### src/rtl/spike_pkg.sv
// ----------------------------------------------------------------------------
// spike_pkg: shared defaults for the spike-rate window and its result buffer.
// Rev 1.0
// ----------------------------------------------------------------------------
`default_nettype none

package spike_pkg;
  localparam int DEF_WIN_LEN     = 16;
  localparam int DEF_RATE_THRESH = 8;
  localparam int FIFO_DEPTH      = 2;
endpackage

`default_nettype wire

### src/rtl/spike_result_fifo.sv
// ----------------------------------------------------------------------------
// spike_result_fifo: small result buffer; a push is accepted when full if a pop
// happens on the same edge. Rev 1.0
// ----------------------------------------------------------------------------
`default_nettype none

module spike_result_fifo
  import spike_pkg::*;
#(
  parameter int WIDTH  = 6,
  parameter int DEPTH  = FIFO_DEPTH,
  localparam int PTR_W = (DEPTH > 1) ? $clog2(DEPTH) : 1,
  localparam int OCC_W = $clog2(DEPTH + 1)
) (
  input  logic             clk,
  input  logic             rst,
  input  logic             i_push,
  input  logic [WIDTH-1:0] i_data,
  input  logic             i_pop,
  output logic [WIDTH-1:0] o_data,
  output logic             o_full,
  output logic             o_empty
);

  localparam logic [PTR_W-1:0] c_last_ptr = PTR_W'(DEPTH - 1);
  localparam logic [OCC_W-1:0] c_depth    = OCC_W'(DEPTH);

  logic [WIDTH-1:0] r_mem [DEPTH];
  logic [PTR_W-1:0] r_wr_ptr;
  logic [PTR_W-1:0] r_rd_ptr;
  logic [OCC_W-1:0] r_occ;
  logic             w_wr_en;
  logic             w_rd_en;

  assign o_full  = (r_occ == c_depth);
  assign o_empty = (r_occ == '0);
  assign o_data  = r_mem[r_rd_ptr];
  assign w_rd_en = i_pop && !o_empty;
  // Occupancy is judged after a same-edge pop, so full+pop still takes a push.
  assign w_wr_en = i_push && (!o_full || w_rd_en);

  always_ff @(posedge clk or posedge rst) begin
    if (rst) begin
      for (int i = 0; i < DEPTH; i++) r_mem[i] <= '0;
      r_wr_ptr <= '0;
      r_rd_ptr <= '0;
      r_occ    <= '0;
    end else begin
      if (w_wr_en) begin
        r_mem[r_wr_ptr] <= i_data;
        r_wr_ptr        <= (r_wr_ptr == c_last_ptr) ? '0 : r_wr_ptr + PTR_W'(1);
      end
      if (w_rd_en) begin
        r_rd_ptr <= (r_rd_ptr == c_last_ptr) ? '0 : r_rd_ptr + PTR_W'(1);
      end
      case ({w_wr_en, w_rd_en})
        2'b10:   r_occ <= r_occ + OCC_W'(1);
        2'b01:   r_occ <= r_occ - OCC_W'(1);
        default: r_occ <= r_occ;
      endcase
    end
  end

endmodule

`default_nettype wire

### src/rtl/spike_rate_window.sv
// ----------------------------------------------------------------------------
// spike_rate_window: counts spikes over WIN_LEN enabled samples and queues
// {count, fire} per closed window. Rev 1.0
// ----------------------------------------------------------------------------
`default_nettype none

module spike_rate_window
  import spike_pkg::*;
#(
  parameter int WIN_LEN     = DEF_WIN_LEN,
  parameter int RATE_THRESH = DEF_RATE_THRESH,
  localparam int CNT_W      = $clog2(WIN_LEN + 1)
) (
  input  logic             clk,
  input  logic             rst,
  input  logic             spike_in,
  input  logic             en,
  input  logic             clear,
  output logic             out_valid,
  input  logic             out_ready,
  output logic [CNT_W-1:0] out_count,
  output logic             out_fire,
  output logic             overflow
);

  localparam logic [CNT_W-1:0] c_last_samp = CNT_W'(WIN_LEN - 1);
  localparam logic [CNT_W-1:0] c_thresh    = CNT_W'(RATE_THRESH);

  logic [CNT_W-1:0] r_samp_cnt;
  logic [CNT_W-1:0] r_spk_cnt;
  logic             r_overflow;
  logic [CNT_W-1:0] w_win_cnt;
  logic             w_close;
  logic             w_pop;
  logic             w_push;
  logic             w_full;
  logic             w_empty;
  logic [CNT_W:0]   w_head;

  assign w_win_cnt = r_spk_cnt + CNT_W'(spike_in);
  // Clear wins over a coincident close: the closing sample is simply lost.
  assign w_close   = en && !clear && (r_samp_cnt == c_last_samp);
  assign w_pop     = !w_empty && out_ready;
  assign w_push    = w_close && (!w_full || w_pop);

  always_ff @(posedge clk or posedge rst) begin
    if (rst) begin
      r_samp_cnt <= '0;
      r_spk_cnt  <= '0;
      r_overflow <= 1'b0;
    end else begin
      if (clear || w_close) begin
        r_samp_cnt <= '0;
        r_spk_cnt  <= '0;
      end else if (en) begin
        r_samp_cnt <= r_samp_cnt + CNT_W'(1);
        r_spk_cnt  <= w_win_cnt;
      end
      if (w_close && w_full && !w_pop) begin
        r_overflow <= 1'b1;
      end
    end
  end

  spike_result_fifo #(
    .WIDTH (CNT_W + 1),
    .DEPTH (FIFO_DEPTH)
  ) u_fifo (
    .clk     (clk),
    .rst     (rst),
    .i_push  (w_push),
    .i_data  ({w_win_cnt, (w_win_cnt >= c_thresh)}),
    .i_pop   (w_pop),
    .o_data  (w_head),
    .o_full  (w_full),
    .o_empty (w_empty)
  );

  assign out_valid = !w_empty;
  assign out_count = w_empty ? '0 : w_head[CNT_W:1];
  assign out_fire  = !w_empty && w_head[0];
  assign overflow  = r_overflow;

endmodule

`default_nettype wire

### config.mk
export PLATFORM = sky130hd
export DESIGN_NAME = spike_rate_window
export DESIGN_NICKNAME = d
export VERILOG_FILES = /design/src/rtl/spike_pkg.sv /design/src/rtl/spike_result_fifo.sv /design/src/rtl/spike_rate_window.sv
export SDC_FILE = /design/constraint.sdc
export NUM_CORES = 1
export LEC_CHECK = 0
export CORE_MARGIN = 2
export CORE_UTILIZATION = 40
export CTS_BUF_LIST = sky130_fd_sc_hd__clkbuf_16
export CTS_CLUSTER_SIZE = 14
export DETAILED_ROUTE_END_ITERATION = 10
export DONT_BUFFER_PORTS = 1
export PLACE_DENSITY = 0.54
export SETUP_SLACK_MARGIN = 0.5
export SYNTH_ARGS = -nofsm -noshare
export SYNTH_HDL_FRONTEND = slang
export SYNTH_SLANG_ARGS = --single-unit
### constraint.sdc
create_clock -name clk -period 2 [get_ports clk]
set_input_delay 0.3 -clock clk [delete_from_list [all_inputs] [get_ports clk]]
set_output_delay 0.3 -clock clk [all_outputs]
set_load 0.05 [all_outputs]
==> summary.md <==
| Metric | Value |
|---|---|
| Compound-gate portion of the synthesized area | `1.74%` |
| Vias in the first global route | `874` |
| Final setup violation count | `0` |
| Multi-input logic area | `790 um2` |
| Worst Max-Slew Pin Slew | `0.473 ns` |
| Post-Route Skew | `around 0.0028 ns` |
| GRT Total Usage | `13.3%` |
| Max Buffers Root-to-Sink | `2` |
| TritonCTS clock tree | `done` |
| Layout cells sized above 1 | `40.5%` |
| Multiplexer share of the synthesized area | `18.1%` |
| Pwr per Cell Area | `891 nW/um2` |
| CTS sink count | `27` |
| Routed wire per std cell | `13.1 um` |
| Critical path class | `reg2reg` |
| Synthesized area per cell | `11.8 um2` |
| Num CTS Buffers | `3` |
| Drt first pass iters | `4` |
| Max-slew violations | `0` |
| Row count | `21` |
| Drc violations | `0` |
| Antenna cell count | `0` |
| Largest net degree at the start of global routing | `28` |
| Final Core Density | `53.8%` |
| Routed wire length | `~2300 um` |
| First-pass GRT wire length | `4170 um` |
| Vias per inst | `4.75` |
| Initial antenna violation count | `0` |
| Core region area | `3310 um2` |
| Synth warn | `0` |
| Root Buffer | `clkbuf_16` |
| Peak VDD IR | `664 uV` |
| Status | `complete, but fails checks` |
| Grt ovf | `0` |
| Failing checks | `negative hold slack` |
| Setup tns final | `0 ns` |
| Final hold violations | `27` |
| Critical Path Fanout Max | `6` |
| DR vias | `841` |
| Yosys reg bits | `27` |
| Required @ worst endpoint | `2.14 ns` |
| Syn nets | `~130` |
| Post-cts hold buffer count | `0` |
| Xor/xnor share of the synthesized area | `9.60%` |
| Worst Path Arrival | `between 2 and 2.5 ns` |
| Crit start category | `flip-flop` |
| Hold WC Path Type | `in2async` |
| Most frequent cells in the layout | `25 x dfrtp_1, 13 x nor2_1, 12 x mux2_4, 9 x xor2_1, 9 x buf_4` |
| Die ar. | `3910 um2` |
| Post-Synth Adder-Cell Area | `4.57%` |
| Yosys cell types | `24` |
| Max_cap viols | `0` |
| Worst R2R Start | `r_samp_cnt[0]` |
| Period utilization | `97.7%` |
| Clock transition at path regs | `about 0.06 ns` |
| Die width | `62.5 um` |
| Routed Antenna Nets | `0` |
| Post-DP HPWL | `1620 um` |
| I/O pins | `14` |
| Max Freq | `512 MHz` |
| Initial Util | `41.3%` |
| Fillers | `~300` |
| Mapped cell area | `1370 um2` |
| Slew HR | `68.5%` |
| Combinational family with the most area after synthesis | `multiplexers` |
| Clock Latency Late Sink | `0.25 ns` |
| Initial DRC count | `19` |
| Critical path origin | `r_samp_cnt[0]` |
| Final Wtd Congestion | `roughly 0.74` |
| Register area | `678 um2` |
| Nets | `roughly 140` |
| Gate Count Post-Synth | `between 100 and 150` |
| RSZ-0062 raised after global routing | `true` |
| P_leak | `0.855 nW` |
| Area Overhead vs Synth | `30.2%` |
| Hold Slack | `-0.0162 ns` |
| Post-route minimum period | `about 2.0 ns` |
| Port Buf Inserts | `0` |
| Simple-gate area share of the yosys netlist | `13.9%` |
| H-tree depth | `1` |
| Register area share after synthesis | `49.4%` |
| CP Capture Type | `flip-flop` |
| Most common cell after layout, fill and taps aside | `dfrtp_1` |
| Die H | `62.5 um` |
-- power by group --
part / internal (mW) / switching, mW / leakage (nW)
logic: 0.274 / 0.213 / 0.447
registers: 0.592 / 0.0714 / 0.365
clock network: 0.267 / 0.170 / 0.0423
total: 1.13 / 0.454 / 0.855
-- registers in the layout, indices dropped and copies added (netlist names) --
signal           count
u_fifo.r_wr_ptr      1
r_spk_cnt            5
u_fifo.r_mem        12
r_samp_cnt           5
overflow             1
u_fifo.r_occ         2
u_fifo.r_rd_ptr      1
-- final timing paths --
| check | to | slack [ns] | depth (start not counted) |
|---|---|---|---|
| max in group asynchronous | u_fifo.r_rd_ptr | 1.74 | 2 |
| max | u_fifo.r_mem[3] | 0.05 | 6 |
| min reg2reg | u_fifo.r_occ[1] | 0.51 | 1 |
| min | u_fifo.r_occ[0] | -0.02 | 2 |
| max reg2reg | u_fifo.r_mem[3] | 0.05 | 6 |
| min in group clk | r_samp_cnt[4] | 0.13 | 1 |
-- synth_stat cells --
library cell | n | area share, %
nand2b_1 | 1 | 0.46
nor2_1 | 20 | 5.5
mux2_2 | 6 | 4.9
a2bb2oi_1 | 1 | 0.64
xnor2_1 | 6 | 3.8
buf_4 | 1 | 0.55
a211oi_1 | 1 | 0.55
nand4_1 | 4 | 1.8
a21o_1 | 1 | 0.55
or3_1 | 1 | 0.46
nor4_4 | 1 | 1.6
xor2_1 | 9 | 5.8
nand2_1 | 3 | 0.82
nand3_1 | 2 | 0.73
nor3b_2 | 1 | 0.91
clkbuf_1 | 5 | 1.4
dfrtp_1 | 27 | 49
inv_1 | 3 | 0.82
or4b_1 | 1 | 0.73
mux2_4 | 6 | 6.6
mux2i_1 | 9 | 6.6
nor2b_1 | 1 | 0.46
ha_1 | 5 | 4.6
and3_1 | 1 | 0.46
-- cell families (layout without fill, tap and decap cells) --
group	count (synthesis)	count (layout)
AND/OR/NAND/NOR	36	36
buffers and inverters	9	24
multiplexers	21	21
XOR/XNOR	15	15
flip-flops	27	27
adder cells (fa/ha/maj)	5	5
AO/OA/AOI/OAI	3	3
-- critical path, cell delays in order, from the launching register on --
cell     delay [ns]
dfrtp_1        0.36
ha_2           0.18
and3_4         0.19
ha_4           0.13
nand2_4        0.05
or4b_4         0.61
mux2_4         0.32
-- through the flow --
| stage | cell area [um2] | cells | hold WS (ns) | power [mW] | setup WS, ns |
|---|---|---|---|---|---|
| after CTS | 1670 | 169 | 0.000432 | 1.44 | 0.0974 |
| after floorplan | 1430 | 116 | 0.353 | 0.877 | 0.0714 |
| after detailed placement | 1500 | 163 | 0.279 | 0.956 | -0.0343 |
| after global routing | 1780 | 177 | 0.0223 | 1.68 | -0.00952 |
| after global placement | 1500 | 163 | 0.277 | 0.946 | 0.000763 |
| final | 1780 | 177 | -0.0162 | 1.59 | 0.0450 |
-- layout make-up --
type | count | share of cell area, %
flip-flops and latches | 27 | 38.1
clock inverters | 1 | 0.211
multi-input cells | 80 | 44.3
well taps | 46 | 3.23
clock buffers | 3 | 4.21
inverters | 3 | 0.632
repair buffers | 17 | 9.34
-- routing by layer --
metal | GRT usage, % | up-vias | wire (um)
li1 | - | 423 | -
met1 | 18.7 | 405 | 1200
met2 | 20.0 | 11 | 1030
met3 | 4.68 | 2 | 77
met4 | 2.50 | 0 | 12
met5 | 0 | - | 0
-- what timing repair did --
item | in CTS | in global routing
gates cloned | 0 | 0
setup buffers | 2 | 8
resized for setup | 16 | 11
setup endpoints to repair | 32 | 32
pin swaps | 0 | 3
Note: power is estimated with default switching activity, not from simulation.
